**src/rtl/rcn_ring_port.sv**
```systemverilog
// rcn_ring_port: ring attachment point for one RCN master node.
// Drains the request FIFO onto the ring whenever a slot is free. Ejects
// responses addressed to this master into the response FIFO. Provides one
// register stage on the ring and a starvation indicator.
// Optional build macro RCN_RING_PORT_STATS_EN adds the inj_count and
// ej_count saturating activity counters.
module rcn_ring_port #(
  parameter logic [5:0] MASTER_ID    = 6'd0,
  parameter logic [7:0] STARVE_LIMIT = 8'd64
) (
  input  logic        clk,
  input  logic        rst,
  input  logic [68:0] ring_in,
  output logic [68:0] ring_out,
  input  logic [68:0] req_data,
  output logic        req_pop,
  output logic [68:0] rsp_data,
  output logic        rsp_push,
  input  logic        rsp_full,
  input  logic        inject_en,
  output logic        starved
`ifdef RCN_RING_PORT_STATS_EN
  ,
  output logic [15:0] inj_count,
  output logic [15:0] ej_count
`endif
);

  logic [68:0] ring_q, ring_d;
  logic [7:0]  blk_cnt_q, blk_cnt_d;
  logic        starved_q;
  logic        eject;
  logic        slot_free;

  // Ejection, slot availability and injection decisions for the current cycle.
  // Reset suppresses both FIFO handshakes so nothing is pushed or popped.
  always_comb begin
    eject     = ring_in[68] & ~ring_in[67] & (ring_in[65:60] == MASTER_ID)
                & ~rsp_full & ~rst;
    slot_free = ~ring_in[68] | eject;
    req_pop   = slot_free & req_data[68] & inject_en & ~rst;
  end

  assign rsp_push = eject;
  assign rsp_data = ring_in;
  assign ring_out = ring_q;
  assign starved  = starved_q;

  // Next ring slot: through-traffic keeps its slot; otherwise a popped request fills it.
  always_comb begin
    ring_d = 69'd0;
    if (ring_in[68] && !eject)
      ring_d = ring_in;
    else if (req_pop)
      ring_d = req_data;
  end

  // Starvation counter: counts consecutive cycles a pending request is blocked.
  // Any pop, an empty FIFO or disabled injection returns it to zero.
  always_comb begin
    blk_cnt_d = blk_cnt_q;
    if (req_pop || !req_data[68] || !inject_en)
      blk_cnt_d = 8'd0;
    else if (!slot_free && (blk_cnt_q != STARVE_LIMIT))
      blk_cnt_d = blk_cnt_q + 8'd1;
  end

  // Ring register stage, starvation state and the flag derived from it.
  always_ff @(posedge clk) begin
    if (rst) begin
      ring_q    <= 69'd0;
      blk_cnt_q <= 8'd0;
      starved_q <= 1'b0;
    end else begin
      ring_q    <= ring_d;
      blk_cnt_q <= blk_cnt_d;
      starved_q <= (blk_cnt_d == STARVE_LIMIT);
    end
  end

`ifdef RCN_RING_PORT_STATS_EN
  logic [15:0] inj_cnt_q, ej_cnt_q;

  // Saturating activity counters for injected requests and ejected responses.
  always_ff @(posedge clk) begin
    if (rst) begin
      inj_cnt_q <= 16'd0;
      ej_cnt_q  <= 16'd0;
    end else begin
      if (req_pop && (inj_cnt_q != 16'hFFFF))
        inj_cnt_q <= inj_cnt_q + 16'd1;
      if (rsp_push && (ej_cnt_q != 16'hFFFF))
        ej_cnt_q <= ej_cnt_q + 16'd1;
    end
  end

  assign inj_count = inj_cnt_q;
  assign ej_count  = ej_cnt_q;
`endif

endmodule

```
**config.mk**
```make
export PLATFORM = sky130hd
export DESIGN_NAME = rcn_ring_port
export DESIGN_NICKNAME = d
export VERILOG_FILES = /design/src/rtl/rcn_ring_port.sv
export SDC_FILE = /design/constraint.sdc
export NUM_CORES = 1
export LEC_CHECK = 0
export BUFFER_PORTS_ARGS = -buffer_cell sky130_fd_sc_hd__buf_4
export CAP_MARGIN = 15
export CORE_AREA = 2 2 111 113
export CTS_CLUSTER_DIAMETER = 80
export DETAILED_ROUTE_END_ITERATION = 8
export DIE_AREA = 0 0 113 115
export PLACE_DENSITY = 0.73
export SYNTH_ARGS = -nofsm -noshare
export SYNTH_HDL_FRONTEND = slang
export SYNTH_SLANG_ARGS = --single-unit
```
**constraint.sdc**
```tcl
create_clock -name clk -period 2 [get_ports clk]
set_clock_uncertainty 0.2 [all_clocks]
set_input_delay 0.2 -clock clk [delete_from_list [all_inputs] [get_ports clk]]
set_output_delay 0.2 -clock clk [all_outputs]
set_load 0.01 [all_outputs]
```
Word-level counts from Yosys, hierarchy flattened
Cells that the tools add are included.
Storage, ports and cells
  register bits after elaboration: 78
Operators by class
  reductions and logical operators: 9
  equal/unequal tests: 2
  multiplexer cells: 4
  add/sub/neg operators: 1
  bitwise logic cells: 12
Operators with widths (count)
  two-way mux 69 bit: 2
  two-way mux 8 bit: 2
  adder 8 x 1 -> 8 bit (second input constant): 1
  equality test 8 x 7 -> 1 bit (second input constant): 1
  inequality test 8 x 7 -> 1 bit (second input constant): 1
  AND 1 bit: 7
  logical NOT 6 bit: 1
  logical NOT 1 bit: 4
  inverter 1 bit: 4
  logical AND 1 bit: 2
  logical OR 1 bit: 2
  OR 1 bit: 1

Longest topological paths before layout
Gate-level depths: netlist of the first run.
  depth after elaboration: 13
  gate-level depth with buffers: 7
  depth with buffers taken out: 7

Worst setup path before layout of the first run
No wires, ideal clock.
  path kind: register -> register
  from: register blk_cnt_q[0]
  to: register starved_q, in the netlist starved
  arrival time: 1.509 ns
  cell stages (with the launch flop): 8
  setup time: 0.103 ns
  data required time: 1.697 ns
  clock period less this slack: 1.813 ns
  path slack: 0.187 ns
  path buffers: 0
  cells stage by stage: dfxtp_1 inv_1 ha_1 nor4b_1 nand3_1 nand3_1 o2111ai_1 a2111oi_2
Between the ends
  word-level cells in the longest chain between the ends: 5
  elaborated cells on any way between the ends: 6
RTL lines
  start, declared: RTL line 30  | logic [7:0] blk_cnt_q, blk_cnt_d;
  start signal, assigned: RTL line 76  | blk_cnt_q <= blk_cnt_d;
  parallel branches: the longest is 2 deep, another holds adder 8 x 1 -> 8 bit
  two-way mux 8 bit *: RTL line 64  | else if (!slot_free && (blk_cnt_q != STARVE_LIMIT))
  two-way mux 8 bit *: RTL line 62  | if (req_pop || !req_data[68] || !inject_en)
  equality test 8 x 7 -> 1 bit *: RTL line 77  | starved_q <= (blk_cnt_d == STARVE_LIMIT);
  end signal, assigned: RTL line 77
  end, declared: RTL line 31  | logic starved_q;
Mark *: on every way between the ends.
A chain may end at the register's enable or synchronous reset.

Worst setup path in the final report of the first run
Ends and elaborated chain as after synthesis.

==> results of run 1 <==
## power breakdown
part	leakage [nW]	switching, mW	internal [mW]
sequential	0.642	0.0275	1.63
combinational	2.47	0.365	0.605
clock	0.146	0.629	1.03
## routing by layer
metal | share of wire [%] | vias up | track usage (%)
li1 | - | 1769 | -
met1 | 36 | 1773 | 21.65
met2 | 51 | 219 | 38.28
met3 | 9.3 | 43 | 7.380
met4 | 3.6 | 2 | 10.00
met5 | 0.088 | - | 0
## kinds of logic after synthesis
family                     Yosys count  synth area share, %
AOI/OAI and AO/OA                   92                23.57
adders and majority gates            2               0.7676
xor gates and xnor gates             5                1.344
DFF                                 78                47.91
and+or+nand+nor                     40                6.910
buffers and inverters               94                19.50
## worst reg2reg max path: stages, from the launching register on
cell and delay, ns:
dfxtp_1 0.36, inv_1 0.11, ha_1 0.17, nor4b_4 0.21, nand3_2 0.14, buf_4 0.16, a21oi_1 0.13, a22oi_1 0.10
a2111oi_2 0.22
## area by class of cell
type | count | area [sq um] | share of cell area, %
Multi-Input combinational cell | 139 | 1087 | 15.92
Sequential cell | 78 | 1563 | 22.88
Timing Repair Buffer | 435 | 3674 | 53.79
Inverter | 5 | 18.77 | 0.2748
Clock inverter | 3 | 42.54 | 0.6229
Clock buffer | 13 | 260.3 | 3.811
Tap cell | 147 | 183.9 | 2.693
## sequential cells by signal, summed over array words and instances, names as in the netlist
register   cells
ring_out      69
blk_cnt_q      8
starved        1
## stage by stage
step | area (sq um) | total power [mW]
after global routing | 6829 | 4.451
after CTS | 6740 | 4.282
after detailed placement | 5054 | 2.412
after global placement | 5054 | 2.404
final | 6829 | 4.289
after floorplan | 3259 | 1.981
## cell usage after synthesis
library cell,n,share of area (%)
nand4_1,3,0.58
and3_1,3,0.58
a22o_1,64,17
nand3_1,7,1.1
nor4_4,1,0.65
ha_1,2,0.77
o22ai_1,1,0.19
buf_2,10,1.5
dfxtp_1,78,48
o21ai_0,4,0.61
or2_1,1,0.19
nor2_2,1,0.19
inv_1,5,0.58
a21o_1,1,0.23
a2111oi_2,1,0.46
clkbuf_1,8,0.92
and2_1,1,0.19
buf_4,70,16
a211oi_1,1,0.23
o2111ai_1,3,0.81
nor3_1,3,0.46
a221o_1,1,0.31
xor2_1,2,0.54
buf_6,1,0.35
nand2_1,4,0.46
nor2_1,12,1.4
a31o_2,1,0.27
a22oi_1,4,0.92
o311a_1,1,0.31
nor4b_1,1,0.27
o21a_1,2,0.46
a21oi_1,6,0.92
nor3_4,1,0.50
or3_1,2,0.38
xnor2_1,3,0.81
o22a_1,1,0.27
a31oi_2,1,0.38
## placed cells by master, fill, tap and decap left out, types with 2 or more instances in the layout
cell type / n
o2111ai_1: 3
a22oi_1: 4
nand4_1: 3
inv_1: 5
clkbuf_16: 10
or3_1: 2
buf_12: 4
clkbuf_1: 2
dlygate4sd3_1: 136
nor2_1: 12
nand3_1: 6
xnor2_1: 3
o21ai_0: 4
dfxtp_1: 77
o21a_1: 2
xor2_1: 2
ha_1: 2
buf_4: 294
a21oi_1: 6
and3_1: 3
a22o_1: 64
clkbuf_8: 2
nor3_1: 3
nand2_1: 4
## what timing repair did
item / in CTS / in global routing
gates resized for setup: 0 / 4
cloned: 0 / 1
endpoints found under the setup margin: 1 / 7
setup buffers: 3 / 4
hold buffers: 136 / 0
hold endpoints to repair: 68 / 0
pin swaps: 1 / 2
## worst min-delay path by stage
stage	start	to	slack, ns	cells after the start
floorplan	ring_in[34]	ring_out[34]	0.13	1
global placement	req_data[3]	ring_out[3]	0.22	2
detailed placement	req_data[30]	ring_out[30]	0.22	2
CTS	rst	ring_out[64]	0.07	3
global route	rst	ring_out[64]	0.09	3
finish	rst	ring_out[68]	0.09	3
==> impl_metrics.py, run 1 <==
metrics = {
    "setup_path": {
        "crit_family": "compound AO/OA/AOI/OAI gates",
        "critPathLaunchType": "flip-flop",
        "startpoint": "blk_cnt_q[0]",
        "slowest_stage": "dfxtp_1",
        "arrival_ns": 1.93,
        "cpPeakStageDelay_ns": 0.36,
        "r2r_end": "starved",
        "crit_path_end_kind": "flip-flop",
        "required_ns": 2.03,
        "r2r_slack_ns": 0.1,
        "worst-r2r-cell-count": 8,
        "critPathKind": "reg2reg",
        "cp-endpoint": "starved",
        "critical_path_buf_inv_count": 2,
        "path_cells": "inv_1 > ha_1 > nor4b_4 > nand3_2 > buf_4 > a21oi_1 > a22oi_1 > a2111oi_2",
        "cp.depth": 8,
        "regToRegStartpoint": "blk_cnt_q[0]",
        "cp_max_fo": 6,
    },
    "die": {
        "die_x_um": 113,
        "core_area_sq_um": 11810,
        "pin_count": 283,
        "rows": 40,
        "start_util_pct": 27.60,
        "fp.dieArea_sq_um": 13000,
        "die_h_um": 115,
    },
    "synthesis": {
        "avgSynthCellArea_sq_um": 10.48,
        "syn-num-nets": 455,
        "syn_inst": 311,
        "synthDistinctLibCells": 37,
        "ys_ff_latch": 78,
        "yosysWarningCount": 0,
        "synth-seq-area-share_pct": 47.91,
        "syn_area_sq_um": 3259,
    },
    "drt": {
        "vias": 3806,
        "detail-route-antenna-nets": 0,
        "viasPerCell": 4.641,
        "drc": 19,
        "dr.pass1.iters": 9,
        "detail_route.wirelength_um": 14820,
        "wl_per_cell_um": 18.07,
        "dr.first_iter.drc_count": 319,
    },
    "timing": {
        "setup_tns_ns": 0,
        "fmax_ghz": 0.5262,
        "slew_viol_final": 0,
        "period_share_pct": 95.02,
        "whs_ns": 0.09151,
        "setup_slack_ns": 0.09970,
        "worstMarginPinSlew_ns": 0.3237,
        "max_slew_margin_pct": 78.42,
        "rsz0062_at_grt": "yes",
        "hold_violations": 0,
        "finalWorstPathRequiredPeriod_ns": 1.900,
        "setup_violations": 0,
    },
    "cts": {
        "worstSkewPairLatency_ns": 0.33,
        "numClockSinks": 78,
        "root_buffer": "clkbuf_16",
        "cts_inserted_buffers": 9,
        "clockBufferDepth": 2,
        "tritoncts": "yes",
        "cts.clk_slew.worst_paths_ns": 0.06,
        "h-tree-depth": 3,
    },
    "global_routing": {
        "grt-ovfl-total": 0,
        "antenna_found_initial": 1,
        "grt_pass1_vias": 3938,
        "grt_max_degree": 39,
        "grt_first_pass_wirelength_um": 21030,
        "grtUsageTotal_pct": 21.03,
    },
    "hold_path": {
        "min_path_type": "in2reg",
    },
    "final_layout": {
        "drive_above_1_share_pct": 47.85,
        "layout.cells.non_filler": 820,
        "fin_util_pct": 57.82,
        "num_antenna_cells": 0,
        "fin_nets": 812,
        "syn2layout_area_growth_pct": 109.5,
        "fill_cells": 932,
    },
    "run_status": {
        "status": "finished with violations",
        "violations": "design-rule violations",
    },
    "pwr": {
        "power_density_nw_per_um2": 628.1,
        "p_leak_nw": 3.253,
        "vdd_drop_max_v": 0.0004459,
    },
    "place": {
        "dp_slack_ns": -0.04154,
        "gp_congestion": 0.7915,
        "dp_hpwl_um": 9292,
        "dp.cells": 660,
        "io_buffers": 282,
    },
    "run": {
        "drv_cap": 0,
    },
}
(Power assumes the default switching activity.)
==> run 2: changes to the inputs <==
- PLACE_DENSITY: 0.73 -> unset
==> run 2 against run 1 <==
  * The run now fails in 4_1_cts
  * Synthesized cell count unchanged
  * Synthesized area unchanged
==> impl_metrics.py, run 2 <==
metrics = {
    "cts": {
        "numClockSinks": 78,
        "cts_inserted_buffers": 9,
        "clockBufferDepth": 2,
        "h-tree-depth": 3,
        "cts_hold_buf": 135,
        "cts_setup_buffers": 0,
        "ctsResizeCount": 0,
        "root_buffer": "clkbuf_16",
    },
    "synthesis": {
        "ys_ff_latch": 78,
        "ys.flop_type": "dfxtp_1",
        "yosys-top-cells-count": "dfxtp_1, buf_4, a22o_1",
        "syn_inst": 311,
        "avgSynthCellArea_sq_um": 10.48,
        "yosysWarningCount": 0,
        "syn_area_sq_um": 3259,
        "ys_top_cells_by_area": "dfxtp_1, a22o_1, buf_4",
        "yosys.cell_count.top_type": "dfxtp_1",
        "synth_edf_count": 0,
        "yosysTopAreaCell": "dfxtp_1",
        "synth-seq-area-share_pct": 47.91,
        "synth_top_area_share_pct": 47.91,
        "synthDistinctLibCells": 37,
        "syn-num-nets": 455,
        "async_reset_ff_share_pct": 0,
    },
    "die": {
        "start_util_pct": 27.60,
        "die_x_um": 113,
        "rows": 40,
        "pin_count": 283,
        "die_h_um": 115,
    },
    "run_status": {
        "lastStage": "4_1_cts",
        "error_line": "[ERROR RSZ-0060] Max buffer count reached.",
        "status": "stopped before the end",
    },
    "place": {
        "dp_hpwl_um": 8544,
        "gp_congestion": 0.8650,
        "placed_area_sq_um": 5041,
        "io_buffers": 282,
        "dp.cells": 660,
    },
}
[run 2: cell counts after synthesis]
Identical to the previous run, type by type.
[run 2: through the flow]
stage | setup slack [ns] | util [%] | hold WS [ns]
floorplan | 0.1871 | - | 0.1255
global placement | 0.07033 | 42.68 | 0.2174
detailed placement | 0.05745 | 42.68 | 0.2209
[run 2: cells by family after synthesis]
logic type      after synthesis  share of synthesized area [%]
simple gates                 40                          6.910
fa+ha+maj                     2                         0.7676
flops                        78                          47.91
buf+inv                      94                          19.50
xor+xnor                      5                          1.344
compound gates               92                          23.57
==> run 3: changes to the inputs <==
- CTS_CLUSTER_DIAMETER: 80 -> unset
- PLACE_DENSITY_LB_ADDON: unset -> 0.15
==> run 3 against run 2 <==
  * The run again fails in 4_1_cts
  * Synthesized cell count did not move
  * Synthesized area did not move
==> impl_metrics.py, run 3 <==
metrics = {
    "synthesis": {
        "yosys.cell_count.top_type": "dfxtp_1",
        "yosys-top-cells-count": "dfxtp_1, buf_4, a22o_1",
        "ys_top_cells_by_area": "dfxtp_1, a22o_1, buf_4",
        "syn_inst": 311,
        "yosysWarningCount": 0,
        "async_reset_ff_share_pct": 0,
        "ys_ff_latch": 78,
        "synthDistinctLibCells": 37,
        "yosysTopAreaCell": "dfxtp_1",
        "ys.flop_type": "dfxtp_1",
        "syn_area_sq_um": 3259,
        "synth_edf_count": 0,
        "synth_top_area_share_pct": 47.91,
        "synth-seq-area-share_pct": 47.91,
        "avgSynthCellArea_sq_um": 10.48,
        "syn-num-nets": 455,
    },
    "cts": {
        "numClockSinks": 78,
        "ctsResizeCount": 1,
        "clockBufferDepth": 2,
        "cts_inserted_buffers": 9,
        "root_buffer": "clkbuf_16",
        "cts_setup_buffers": 1,
        "h-tree-depth": 3,
        "cts_hold_buf": 137,
    },
    "place": {
        "dp_slack_ns": -0.03244,
        "gp_congestion": 0.8535,
        "dp.cells": 662,
        "io_buffers": 282,
        "dp_hpwl_um": 8823,
    },
    "die": {
        "die_x_um": 113,
        "die_h_um": 115,
        "rows": 40,
        "start_util_pct": 27.60,
        "pin_count": 283,
    },
    "run_status": {
        "lastStage": "4_1_cts",
        "error_line": "[ERROR RSZ-0060] Max buffer count reached.",
        "status": "stopped before the end",
    },
}
[run 3: cell counts after synthesis]
Identical to the previous run, type by type.
[run 3: cell families after synthesis]
logic type,Yosys count,synth area share (%)
AND/OR/NAND/NOR,40,6.910
XOR/XNOR,5,1.344
adder cells (fa/ha/maj),2,0.7676
AO/OA/AOI/OAI,92,23.57
buffers and inverters,94,19.50
flip-flops,78,47.91
[run 3: per-stage QoR]
step / hold WS [ns] / cell area (sq um)
2_1_floorplan: 0.1255 / 3259
3_5_place_dp: 0.2192 / 5081
3_3_place_gp: 0.2158 / 5081
